--- src/rtl/screen_text_writer_if.sv ---
// screen_text_writer_if: command handshake and screen memory write port
interface screen_text_writer_if #(
    parameter int SM_LEN       = 11,
    parameter int ALPHABET_LEN = 5
);
    logic                    in_valid;
    logic                    in_ready;
    logic [1:0]              in_cmd;
    logic [ALPHABET_LEN-1:0] in_char;
    logic                    wr_en;
    logic [SM_LEN-1:0]       wr_addr;
    logic [ALPHABET_LEN-1:0] wr_data;

    modport master (
        output in_valid, in_cmd, in_char,
        input  in_ready, wr_en, wr_addr, wr_data
    );

    modport slave (
        input  in_valid, in_cmd, in_char,
        output in_ready, wr_en, wr_addr, wr_data
    );
endinterface

--- src/rtl/screen_text_writer.sv ---
// screen_text_writer: cursor-tracking character writer with clear-screen sequencer.
// Optional: SCREEN_TEXT_WRITER_WRAP_CLEAR_EN clears the screen after writing the last cell.
module screen_text_writer #(
    parameter int COLS          = 40,
    parameter int ROWS          = 30,
    parameter int SM_LEN        = 11,
    parameter int ALPHABET_LEN  = 5,
    parameter int ALPHABET_SIZE = 27,
    parameter int BLANK_CODE    = 0
) (
    input  logic                     clock,
    input  logic                     reset_n,
    screen_text_writer_if.slave      bus,
    output logic [$clog2(COLS)-1:0]  cursor_col,
    output logic [$clog2(ROWS)-1:0]  cursor_row,
    output logic                     busy
);
    localparam int CW = $clog2(COLS);
    localparam int RW = $clog2(ROWS);
    localparam logic [SM_LEN-1:0]       LAST_ADDR = SM_LEN'(COLS*ROWS-1);
    localparam logic [ALPHABET_LEN-1:0] BLANK     = ALPHABET_LEN'(BLANK_CODE);

    typedef enum logic {IDLE, CLEAR} state_t;

    state_t                  state_q, state_d;
    logic [CW-1:0]           col_q, col_d;
    logic [RW-1:0]           row_q, row_d;
    logic [SM_LEN-1:0]       clr_q, clr_d;
    logic                    wr_en_q, wr_en_d;
    logic [SM_LEN-1:0]       wr_addr_q, wr_addr_d;
    logic [ALPHABET_LEN-1:0] wr_data_q, wr_data_d;
    logic                    last_col, last_row, char_ok;
    logic [RW-1:0]           row_nx;
    logic [SM_LEN-1:0]       cell_addr;

    assign last_col  = col_q == CW'(COLS-1);
    assign last_row  = row_q == RW'(ROWS-1);
    assign row_nx    = last_row ? '0 : row_q + 1'b1;
    assign cell_addr = SM_LEN'(row_q) * SM_LEN'(COLS) + SM_LEN'(col_q);
    assign char_ok   = {1'b0, bus.in_char} < (ALPHABET_LEN+1)'(ALPHABET_SIZE);

    assign bus.in_ready = state_q == IDLE;
    assign busy         = state_q == CLEAR;
    assign bus.wr_en    = wr_en_q;
    assign bus.wr_addr  = wr_addr_q;
    assign bus.wr_data  = wr_data_q;
    assign cursor_col   = col_q;
    assign cursor_row   = row_q;

    // Next state: sweep clear addresses while clearing, otherwise execute the accepted command
    always_comb begin
        state_d   = state_q;
        col_d     = col_q;
        row_d     = row_q;
        clr_d     = clr_q;
        wr_en_d   = 1'b0;
        wr_addr_d = wr_addr_q;
        wr_data_d = wr_data_q;
        if (state_q == CLEAR) begin
            wr_en_d   = 1'b1;
            wr_addr_d = clr_q;
            wr_data_d = BLANK;
            clr_d     = clr_q + 1'b1;
            if (clr_q == LAST_ADDR) begin
                state_d = IDLE;
                clr_d   = '0;
                col_d   = '0;
                row_d   = '0;
            end
        end else if (bus.in_valid) begin
            case (bus.in_cmd)
                2'b00: begin
                    wr_en_d   = 1'b1;
                    wr_addr_d = cell_addr;
                    wr_data_d = char_ok ? bus.in_char : BLANK;
                    col_d     = last_col ? '0 : col_q + 1'b1;
                    row_d     = last_col ? row_nx : row_q;
`ifdef SCREEN_TEXT_WRITER_WRAP_CLEAR_EN
                    if (last_col && last_row) begin
                        state_d = CLEAR;
                        clr_d   = '0;
                    end
`endif
                end
                2'b01: begin
                    col_d = '0;
                    row_d = row_nx;
                end
                2'b10: begin
                    state_d = CLEAR;
                    clr_d   = '0;
                end
                default: begin
                    col_d = '0;
                    row_d = '0;
                end
            endcase
        end
    end

    // State registers; async reset aborts any clear in progress
    always_ff @(posedge clock or negedge reset_n) begin
        if (!reset_n) begin
            state_q   <= IDLE;
            col_q     <= '0;
            row_q     <= '0;
            clr_q     <= '0;
            wr_en_q   <= 1'b0;
            wr_addr_q <= '0;
            wr_data_q <= BLANK;
        end else begin
            state_q   <= state_d;
            col_q     <= col_d;
            row_q     <= row_d;
            clr_q     <= clr_d;
            wr_en_q   <= wr_en_d;
            wr_addr_q <= wr_addr_d;
            wr_data_q <= wr_data_d;
        end
    end
endmodule

--- src/flat_wrapper.sv ---
// flat-port wrapper written by rule: the top's interface ports become plain ports
module screen_text_writer_flat 
#(
    parameter int COLS          = 40,
    parameter int ROWS          = 30,
    parameter int SM_LEN        = 11,
    parameter int ALPHABET_LEN  = 5,
    parameter int ALPHABET_SIZE = 27,
    parameter int BLANK_CODE    = 0
)
  (clock, reset_n, cursor_col, cursor_row, busy, bus_in_valid, bus_in_cmd, bus_in_char, bus_in_ready, bus_wr_en, bus_wr_addr, bus_wr_data);
  screen_text_writer_if #(.SM_LEN(SM_LEN), .ALPHABET_LEN(ALPHABET_LEN)) bus_i ();
  input  logic clock;
  input  logic reset_n;
  output logic [$clog2(COLS)-1:0] cursor_col;
  output logic [$clog2(ROWS)-1:0] cursor_row;
  output logic busy;
  input wire logic [$bits(bus_i.in_valid)-1:0] bus_in_valid;
  input wire logic [$bits(bus_i.in_cmd)-1:0] bus_in_cmd;
  input wire logic [$bits(bus_i.in_char)-1:0] bus_in_char;
  output wire logic [$bits(bus_i.in_ready)-1:0] bus_in_ready;
  output wire logic [$bits(bus_i.wr_en)-1:0] bus_wr_en;
  output wire logic [$bits(bus_i.wr_addr)-1:0] bus_wr_addr;
  output wire logic [$bits(bus_i.wr_data)-1:0] bus_wr_data;
  assign bus_i.in_valid = bus_in_valid;
  assign bus_i.in_cmd = bus_in_cmd;
  assign bus_i.in_char = bus_in_char;
  assign bus_in_ready = bus_i.in_ready;
  assign bus_wr_en = bus_i.wr_en;
  assign bus_wr_addr = bus_i.wr_addr;
  assign bus_wr_data = bus_i.wr_data;
  screen_text_writer #(.COLS(COLS), .ROWS(ROWS), .SM_LEN(SM_LEN), .ALPHABET_LEN(ALPHABET_LEN), .ALPHABET_SIZE(ALPHABET_SIZE), .BLANK_CODE(BLANK_CODE)) u_core (.clock(clock), .reset_n(reset_n), .bus(bus_i), .cursor_col(cursor_col), .cursor_row(cursor_row), .busy(busy));
endmodule
--- config.mk ---
export PLATFORM = sky130hd
export DESIGN_NAME = screen_text_writer_flat
export DESIGN_NICKNAME = d
export VERILOG_FILES = /design/src/rtl/screen_text_writer_if.sv /design/src/rtl/screen_text_writer.sv /design/src/flat_wrapper.sv
export SDC_FILE = /design/constraint.sdc
export NUM_CORES = 1
export LEC_CHECK = 0
export CORE_ASPECT_RATIO = 2
export CORE_UTILIZATION = 30
export CTS_CLUSTER_SIZE = 12
export DETAILED_ROUTE_END_ITERATION = 8
export GPL_ROUTABILITY_DRIVEN = 1
export GPL_TIMING_DRIVEN = 0
export PLACE_DENSITY = 0.56
export SLEW_MARGIN = 25
export SYNTH_ARGS = -nofsm -noshare
export SYNTH_HDL_FRONTEND = slang
export SYNTH_SLANG_ARGS = --single-unit
--- constraint.sdc ---
create_clock -name clock -period 6 [get_ports clock]
set_input_delay 0.6 -clock clock [delete_from_list [all_inputs] [get_ports clock]]
set_output_delay 0.6 -clock clock [all_outputs]
set_load 0.02 [all_outputs]
### After elaboration in Yosys (flattened, before gate mapping)

Cells that the tools add are included.

| storage, ports and cells | value |
|---|---|
| register bits after elaboration | 40 |
| input bits | 10 |

| operators by class | value |
|---|---|
| $add $sub $neg | 4 |
| multiply operators | 1 |
| $lt $le $gt $ge | 1 |
| equal/unequal tests | 8 |
| muxes and demuxes | 29 |
| bitwise operators | 1 |
| reduce and logical (&&, ||, !) cells | 8 |

Operators by type and width:

| operator | number |
|---|---|
| $mux 11 | 7 |
| $mux 5 | 9 |
| $mux 6 | 4 |
| $pmux 5 s3 | 1 |
| $pmux 6 s2 | 1 |
| $add 11x1->11 const B | 1 |
| $add 11x6->11 | 1 |
| $eq 11x11->1 const B | 1 |
| $mul 5x3->8 const B | 1 |
| $mux 1 | 7 |
| $add 6x1->6 const B | 1 |
| $eq 6x6->1 const B | 1 |
| $reduce_bool 2->1 | 3 |
| $add 5x1->5 const B | 1 |
| $eq 5x5->1 const B | 1 |
| $lt 5x5->1 const B | 1 |
| $reduce_and 2->1 | 2 |
| $reduce_and 4->1 | 1 |
| $ne 3x1->1 const B | 1 |
| $reduce_and 3->1 | 1 |
| $eq 2x1->1 const B | 1 |
| $eq 2x2->1 const B | 1 |
| $logic_not 2->1 | 1 |
| $ne 2x1->1 const B | 1 |
| 2 further kinds | 2 |

### Logic depth before layout (Yosys ltp)

Gate-level depths: netlist of the first run.

| depth | value |
|---|---|
| word-level depth | 6 |
| depth in mapped cells | 7 |

### Worst setup path after synthesis of the first run

Ideal clock, no wire load.

| path | value |
|---|---|
| path kind | reg2reg |
| start point | register u_core.row_q[1] (netlist: u_core.cursor_row[1]) |
| end point | register u_core.wr_addr_q[9] (netlist: u_core.bus.wr_addr[9]) |
| library setup time | 130 ps |
| arrival time | 2065 ps |
| slack | 3805 ps |
| cell stages (with the launch flop) | 8 |
| path buffers | 0 |
| period minus slack after synthesis | 2195 ps |
| path through | dfrtp_1 ha_1 ha_1 fa_1 xor2_1 nand4b_1 xnor3_1 o21ai_0 |

| on the way | value |
|---|---|
| cells in the longest elaborated chain, start to end | 5 |

Ends and longest elaborated chain:

| element | RTL line | source |
|---|---|---|
| start, declared | screen_text_writer.sv:27 | `logic [RW-1:0] row_q, row_d;` |
| start signal, assigned | screen_text_writer.sv:114 | `row_q <= row_d;` |
| $mul 5x3->8 | screen_text_writer.sv:39 | `assign cell_addr = SM_LEN'(row_q) * SM_LEN'(COLS) + SM_LEN'(col_q);` |
| $add 11x6->11 | screen_text_writer.sv:39 |  |
| $mux 11 | screen_text_writer.sv:71 | `case (bus.in_cmd)` |
| $mux 11 | screen_text_writer.sv:70 | `end else if (bus.in_valid) begin` |
| $mux 11 | screen_text_writer.sv:59 | `if (state_q == CLEAR) begin` |
| end signal, assigned | screen_text_writer.sv:117 | `wr_addr_q <= wr_addr_d;` |
| end, declared | screen_text_writer.sv:30 | `logic [SM_LEN-1:0] wr_addr_q, wr_addr_d;` |

No other way between the ends. The select of a mux whose other input is x is not followed.
A chain may end at the register's enable or synchronous reset.

### Final worst setup path of the first run

Same ends and word-level chain as after synthesis.

==> impl_summary.txt, run 1 <==
----------------------------------------------------
[Outcome]
  Result of the run ... finished, final reports clean

[Routing]
  Detailed-routing iteration count for the pre-antenna-repair pass ... 4
  Antenna-violating nets left ... 0
  Residual DRC count ... 0
  Total Wirelength ... 6330 um
  Number of vias in the routed layout ... 2069
  Vias/cell ... 5.52
  Mean routed wirelength per cell ... 16.9 um
  Number of DRC violations after detailed-routing iteration 0 ... 113

[Layout]
  Most frequent standard cell in the layout excluding fill and tap cells ... dfrtp_1
  Net count reported at finish ... 305
  Area growth from synthesis to final layout ... 28.6%
  Count of antenna diodes in the layout ... 0
  Commonest non-fill, non-tap cells in the layout ... dfrtp_1, clkdlybuf4s50_1, nand2_1
  Number of inserted filler cells in the final layout ... 818
  Post-route core utilization ... 0.404
  Fraction of layout cells with a size suffix above 1 ... 0.0996
  Final Cell Area ... 0.00309 sq mm

[CTS]
  Number of post-CTS setup repair buffers ... 0
  Clk slew on worst S/H paths ... 0.06 ns
  Root Buffer Master ... clkbuf_16
  CTS tree ... yes
  Total of hold buffers inserted after clock tree synthesis ... 0
  Post-cts repair resize count ... 0
  H-tree level count ... 2
  Sink Count ... 40
  Max Buffers Root-to-Sink ... 2
  CTS Buf Count ... 5
  Clock Latency Late Sink ... 0.29 ns

[Logic synthesis]
  Main area contributors after synthesis ... dfrtp_1, ha_1, a22o_1
  Top flip-flop cell by instance count after synthesis ... dfrtp_1
  Synthesized net count ... 259
  Average instance area after synthesis ... 10.3 sq um
  Number of enable flip-flop cells after synthesis ... 0
  Cell type with the largest total area after synthesis ... dfrtp_1
  Number of warnings issued by yosys ... 0
  Part of the Yosys area used for sequential elements ... 0.416
  FFs w/ async S/R, synth ... 1.00
  Yosys top cell area share ... 0.416
  Post-synthesis cell area ... 0.00240 sq mm
  Post-synthesis register bit count ... 40
  Number of unique standard cell types used by synthesis ... 58
  Post-Synthesis Cells ... 234

[GRT]
  Met3 track utilization from global routing ... 0.0248
  Via count of the first global-routing pass ... 2142
  Total grt overflow ... 0
  Global-route wire length before repair ... 10500 um
  Overall Global Routing Usage ... 0.165
  Initial antenna violation count ... 0
  GRT Max-Usage Layer ... met2
  Grt met2 use ... 0.291
  Maximum number of pins on one net before global-route repair ... 22
  Met1 track utilization from global routing ... 0.179

[Floorplan]
  Core footprint ... 0.00766 sq mm
  Boundary Pins ... 40
  Die boundary height ... 129 um
  Full die area ... 0.00840 sq mm
  Initial cell density of the core ... 0.314
  Die span in x ... 65.3 um
  Number of placement rows ... 45

[Setup path]
  Reg-to-reg setup timing slack ... 3.61 ns
  Critical path type ... register to register
  Critical path origin ... u_core.cursor_row[1]
  Critical Path End Type ... register
  Cell type with the highest occurrence count on the critical path ... ha_1
  Highest-delay cell along the critical path ... dfrtp_1
  Crit path cell chain ... ha_1, ha_1, fa_1, xor2_1, nand4b_1, xnor3_1, o21ai_0
  Data required time of the critical path ... 6.20 ns
  CP max FO ... 8
  Critical Path Start Type ... register
  Max incr delay on CP ... 0.50 ns
  R2R Path Start ... u_core.cursor_row[1]
  Critical path arrival ... 2.60 ns

[Timing]
  Time the worst path needs with I/O delays and setup ... 2.39 ns
  Rel. slew slack ... 0.622
  Final hold viol count ... 0
  Worst Tran Pin Value ... 0.567 ns
  Setup violators final ... 0
  Unrepaired setup endpoints after global routing ... no
  Final total negative setup slack ... 0 ns
  Final count of pins violating max slew ... 0
  Final worst-path cycle share ... 0.399
  Peak clock frequency supported by timing ... 0.418 GHz
  Clock Skew ... 0.00553 ns

[Power]
  Static Leak ... 0.00137 uW
  Final Power ... 1150 uW
  Pwr Density ... 371 mW/mm^2
  Highest ir drop seen on vdd ... 0.112 mV

[Place]
  Placement Cell Area ... 0.00292 sq mm
  Weighted congestion at the end of routability-driven global placement ... 0.856
  Port bufs ... 38
  Post-detailed-placement half-perimeter wirelength ... 4810 um

[Min path]
  Worst min-delay path category ... input pin to async pin

[Flow run]
  Number of maximum-capacitance constraint violations ... 0

----------------------------------------------------
==> layer usage <==
metal | routed length, um | vias to the layer above
met1 | 2370 | 1001
met4 | 256 | 0
met5 | 0 | -
li1 | - | 989
met3 | 241 | 17
met2 | 3460 | 62
==> through the flow <==
step	cells	worst slack, ns	hold slack [ns]
final	375	3.61	0.282
after global routing	375	3.45	0.310
after CTS	375	3.62	0.302
after detailed placement	367	3.58	0.497
after global placement	366	3.21	0.489
after floorplan	234	3.80	0.304
==> final cells by class <==
| cell class | count | area (sq um) | area share |
|---|---|---|---|
| Clock buffer | 5 | 125 | 0.0405 |
| Sequential cell | 40 | 1000 | 0.324 |
| Inverter | 13 | 48.8 | 0.0158 |
| Buffer | 9 | 58.8 | 0.0190 |
| Multi-Input combinational cell | 172 | 1290 | 0.419 |
| Clock inverter | 3 | 42.5 | 0.0138 |
| Tap cell | 94 | 118 | 0.0380 |
| Timing Repair Buffer | 39 | 403 | 0.130 |
==> cells in the mapped netlist, types with 5 or more instances <==
cell and n:
and3_1 5, a222oi_1 5, inv_1 13, nand3_1 13
a22o_1 8, o21ai_0 10, a31oi_1 7, a21oi_1 11
nand2_1 16, dfrtp_1 40, xnor2_1 5, nor2_1 9
ha_1 13
==> power by group <==
| group | switching [uW] | internal, uW | leakage [uW] |
|---|---|---|---|
| clock | 115 | 196 | 0.0000798 |
| combinational | 219 | 193 | 0.000753 |
| sequential | 88.0 | 336 | 0.000538 |
==> critical path: cells and delay by family (launching register included) <==
family | cells | cell delay, ns
AND/OR/NAND/NOR | 1 | 0.16
adder cells (fa/ha/maj) | 3 | 0.99
flip-flops | 1 | 0.50
XOR/XNOR | 2 | 0.48
AO/OA/AOI/OAI | 1 | 0.17
==> worst paths after layout <==
check                                              to  cells past startpoint
worst max-delay path            u_core.bus.wr_addr[9]                      7
worst min-delay path            u_core.bus.wr_data[4]                      1
worst max register to register  u_core.bus.wr_addr[9]                      7
worst min register to register  u_core.bus.wr_data[4]                      1
max in group asynchronous             u_core.clr_q[4]                      2
min in group clock              u_core.bus.wr_data[4]                      1
==> flip-flops by register name, summed over array words and instances, names as in the netlist <==
signal and count:
u_core.bus.wr_addr 11, u_core.clr_q 11, u_core.cursor_col 6, u_core.bus.wr_data 5, u_core.cursor_row 5, u_core.bus.wr_en 1, u_core.busy 1
==> kinds of logic (layout without fill, tap and decap cells) <==
logic type               count (synthesis)  count (layout)  synth area share
AO/OA/AOI/OAI                           76              76             0.238
AND/OR/NAND/NOR                         71              71             0.171
flip-flops                              40              40             0.416
buffers and inverters                   22              69            0.0448
adder cells (fa/ha/maj)                 15              15            0.0843
XOR/XNOR                                 7               7            0.0312
multiplexers                             3               3            0.0135
No activity file was read; power rests on OpenSTA's default activity.
==> run 2, diff against run 1 <==
--- a/config.mk
+++ b/config.mk
@@ -11,7 +11,7 @@
 export DETAILED_ROUTE_END_ITERATION = 8
 export GPL_ROUTABILITY_DRIVEN = 1
 export GPL_TIMING_DRIVEN = 0
-export PLACE_DENSITY = 0.56
+export PLACE_DENSITY = 0.58
 export SLEW_MARGIN = 25
 export SYNTH_ARGS = -nofsm -noshare
 export SYNTH_HDL_FRONTEND = slang
==> constraint.sdc (replaced) <==
create_clock -name clock -period 2.2 [get_ports clock]
set_input_delay 0.22 -clock clock [delete_from_list [all_inputs] [get_ports clock]]
set_output_delay 0.22 -clock clock [all_outputs]
set_load 0.02 [all_outputs]
==> run 2 against run 1 <==
  * Clock skew fell by 0.0026 ns
  * Cell count up 1.1%
  * Core utilization up 0.91 points
  * Critical path depth decreased by 1
  * Total power rose to 2.8 times the previous value
  * Maximum frequency is 13% higher
  * First-iteration DRC count is 12% lower
  * Combinational power rose to 2.9 times the previous value
  * Count of clock-buffer cells in the layout up 2
  * Sequential cell count unchanged
  * Setup slack worse by 3.5 ns
  * Non-clock buffer count is 4 higher
  * Critical path type unchanged
  * Largest power group is now combinational cells
  * Highest routed layer unchanged
==> impl_summary.txt, run 2 (synthesized netlist as in run 1, its figures left out) <==
----------------------------------------------------
[Outcome]
  Result of the run ... finished, final reports clean

[Routing]
  Mean routed wirelength per cell ... 16.8 um
  Detailed-routing iteration count for the pre-antenna-repair pass ... 4
  Number of vias in the routed layout ... 2053
  Vias/cell ... 5.42
  Residual DRC count ... 0
  Total Wirelength ... 6370 um
  Antenna-violating nets left ... 0
  Number of DRC violations after detailed-routing iteration 0 ... 100

[Layout]
  Post-route core utilization ... 0.413
  Count of antenna diodes in the layout ... 0
  Area growth from synthesis to final layout ... 31.5%
  Commonest non-fill, non-tap cells in the layout ... clkdlybuf4s50_1, dfrtp_1, nand2_1
  Most frequent standard cell in the layout excluding fill and tap cells ... clkdlybuf4s50_1
  Fraction of layout cells with a size suffix above 1 ... 0.137
  Net count reported at finish ... 309

[Setup path]
  Data required time of the critical path ... 2.41 ns
  R2R Path Start ... u_core.cursor_row[2]
  Critical Path Start Type ... register
  CP max FO ... 9
  Critical Path End Type ... register
  Critical path origin ... u_core.cursor_row[2]
  Critical path arrival ... 2.33 ns
  Critical path type ... register to register

[Timing]
  Setup violators final ... 0
  Worst-case hold slack ... 0.388 ns
  Final total negative setup slack ... 0 ns
  Rel. slew slack ... 0.592
  Time the worst path needs with I/O delays and setup ... 2.12 ns
  Peak clock frequency supported by timing ... 0.471 GHz
  Final count of pins violating max slew ... 0
  Worst Tran Pin Value ... 0.613 ns
  Unrepaired setup endpoints after global routing ... no
  Clock Skew ... 0.00293 ns
  Final hold viol count ... 0
  Final worst-path cycle share ... 0.965
  Final setup margin ... 0.0775 ns

[Power]
  Power share of the combinational group ... 0.373
  Pwr Density ... 1020 mW/mm^2
  Sequential Power Share ... 0.348
  Static Leak ... 0.00139 uW
  Net switching component of the power ... 1150 uW
  Switching power share of the total ... 0.356
  Final Power ... 3230 uW
  P_int ... 2080 uW
  Part of the power in the clock network ... 0.279
  Highest ir drop seen on vdd ... 0.346 mV

[Floorplan]
  Number of placement rows ... 45
  Core footprint ... 0.00766 sq mm
  Boundary Pins ... 40
  Die boundary height ... 129 um
  Full die area ... 0.00840 sq mm
  Initial cell density of the core ... 0.314
  Die span in x ... 65.3 um

[GRT]
  Initial antenna violation count ... 0
  Total grt overflow ... 0
  Maximum number of pins on one net before global-route repair ... 24
  Global-route wire length before repair ... 10400 um
  Via count of the first global-routing pass ... 2085
  Overall Global Routing Usage ... 0.164

[CTS]
  Max Buffers Root-to-Sink ... 2
  Root Buffer Master ... clkbuf_16
  Sink Count ... 40
  Clk slew on worst S/H paths ... 0.06 ns
  H-tree level count ... 2
  CTS tree ... yes
  CTS Buf Count ... 5
  Clock Latency Late Sink ... 0.29 ns

[Place]
  Post-detailed-placement half-perimeter wirelength ... 4790 um
  Post-place setup slack ... -0.157 ns
  Weighted congestion at the end of routability-driven global placement ... 0.838
  Port bufs ... 38

[Min path]
  Startpoint of the tightest hold check path ... bus_in_cmd[1]
  Worst min-delay path category ... input pin to register

[Flow run]
  Number of maximum-capacitance constraint violations ... 0

----------------------------------------------------
run 2: changes by cell type in the layout (fill, tap and decap cells not counted), moves of 2 or more:
cell      change
dfrtp_1       -4
dfrtp_2       +4
buf_4         +3
a21oi_1       -2
a21oi_2       +2
clkbuf_8      +2
run 2: routing by layer:
| metal | part of all wire | global-route usage | wire, um | up-vias |
|---|---|---|---|---|
| met3 | 0.028 | 0.0310 | 176 | 19 |
| met2 | 0.56 | 0.297 | 3540 | 38 |
| met1 | 0.38 | 0.170 | 2390 | 1007 |
| met5 | 0 | 0 | 0 | - |
| li1 | - | - | - | 989 |
| met4 | 0.041 | 0.0972 | 260 | 0 |
run 2: power by group through the flow:
stage / sequential, uW / combinational, uW / clock, uW
2_1_floorplan: 1250 / 552 / 0
3_3_place_gp: 1160 / 1110 / 0
3_5_place_dp: 1170 / 1130 / 0
4_1_cts: 1120 / 1210 / 923
5_1_grt: 1160 / 1320 / 946
6_report: 1120 / 1200 / 901
run 2: worst paths after layout:
kind	to	slack, ns	cells past startpoint
worst max-delay path	u_core.bus.wr_addr[9]	0.08	6
worst min-delay path	u_core.cursor_col[1]	0.39	4
worst max register to register	u_core.bus.wr_addr[9]	0.08	6
worst min register to register	u_core.bus.wr_addr[7]	0.50	2
max in group asynchronous	u_core.bus.wr_data[2]	1.21	3
min in group asynchronous	u_core.clr_q[2]	0.48	2
run 2: through the flow:
| stage | std cells | cell area, sq um |
|---|---|---|
| finish | 379 | 3160 |
| detailed placement | 367 | 2920 |
| floorplan | 234 | 2400 |
| CTS | 379 | 3150 |
| global route | 379 | 3160 |
| global placement | 366 | 2900 |
run 2: layout make-up:
class	count	area [sq um]
Buffer	9	58.8
Clock buffer	7	153
Clock inverter	1	30.0
Fill cell	805	4500
Inverter	13	48.8
Multi-Input combinational cell	172	1310
Sequential cell	40	1010
Tap cell	94	118
Timing Repair Buffer	43	435
run 2: worst max-delay path: stages (launching register included):
cell,delay [ns]
dfrtp_2,0.47
ha_1,0.37
ha_1,0.32
a21o_1,0.20
a21oi_2,0.20
xnor3_1,0.33
o21ai_0,0.15
run 2: repair_timing:
item,4_1_cts,5_1_grt
hold endpoints to repair,22,0
pin swaps,1,0
gates resized for setup,4,4
buffers inserted,3,0
setup endpoints to repair,2,3
hold buffers,1,0
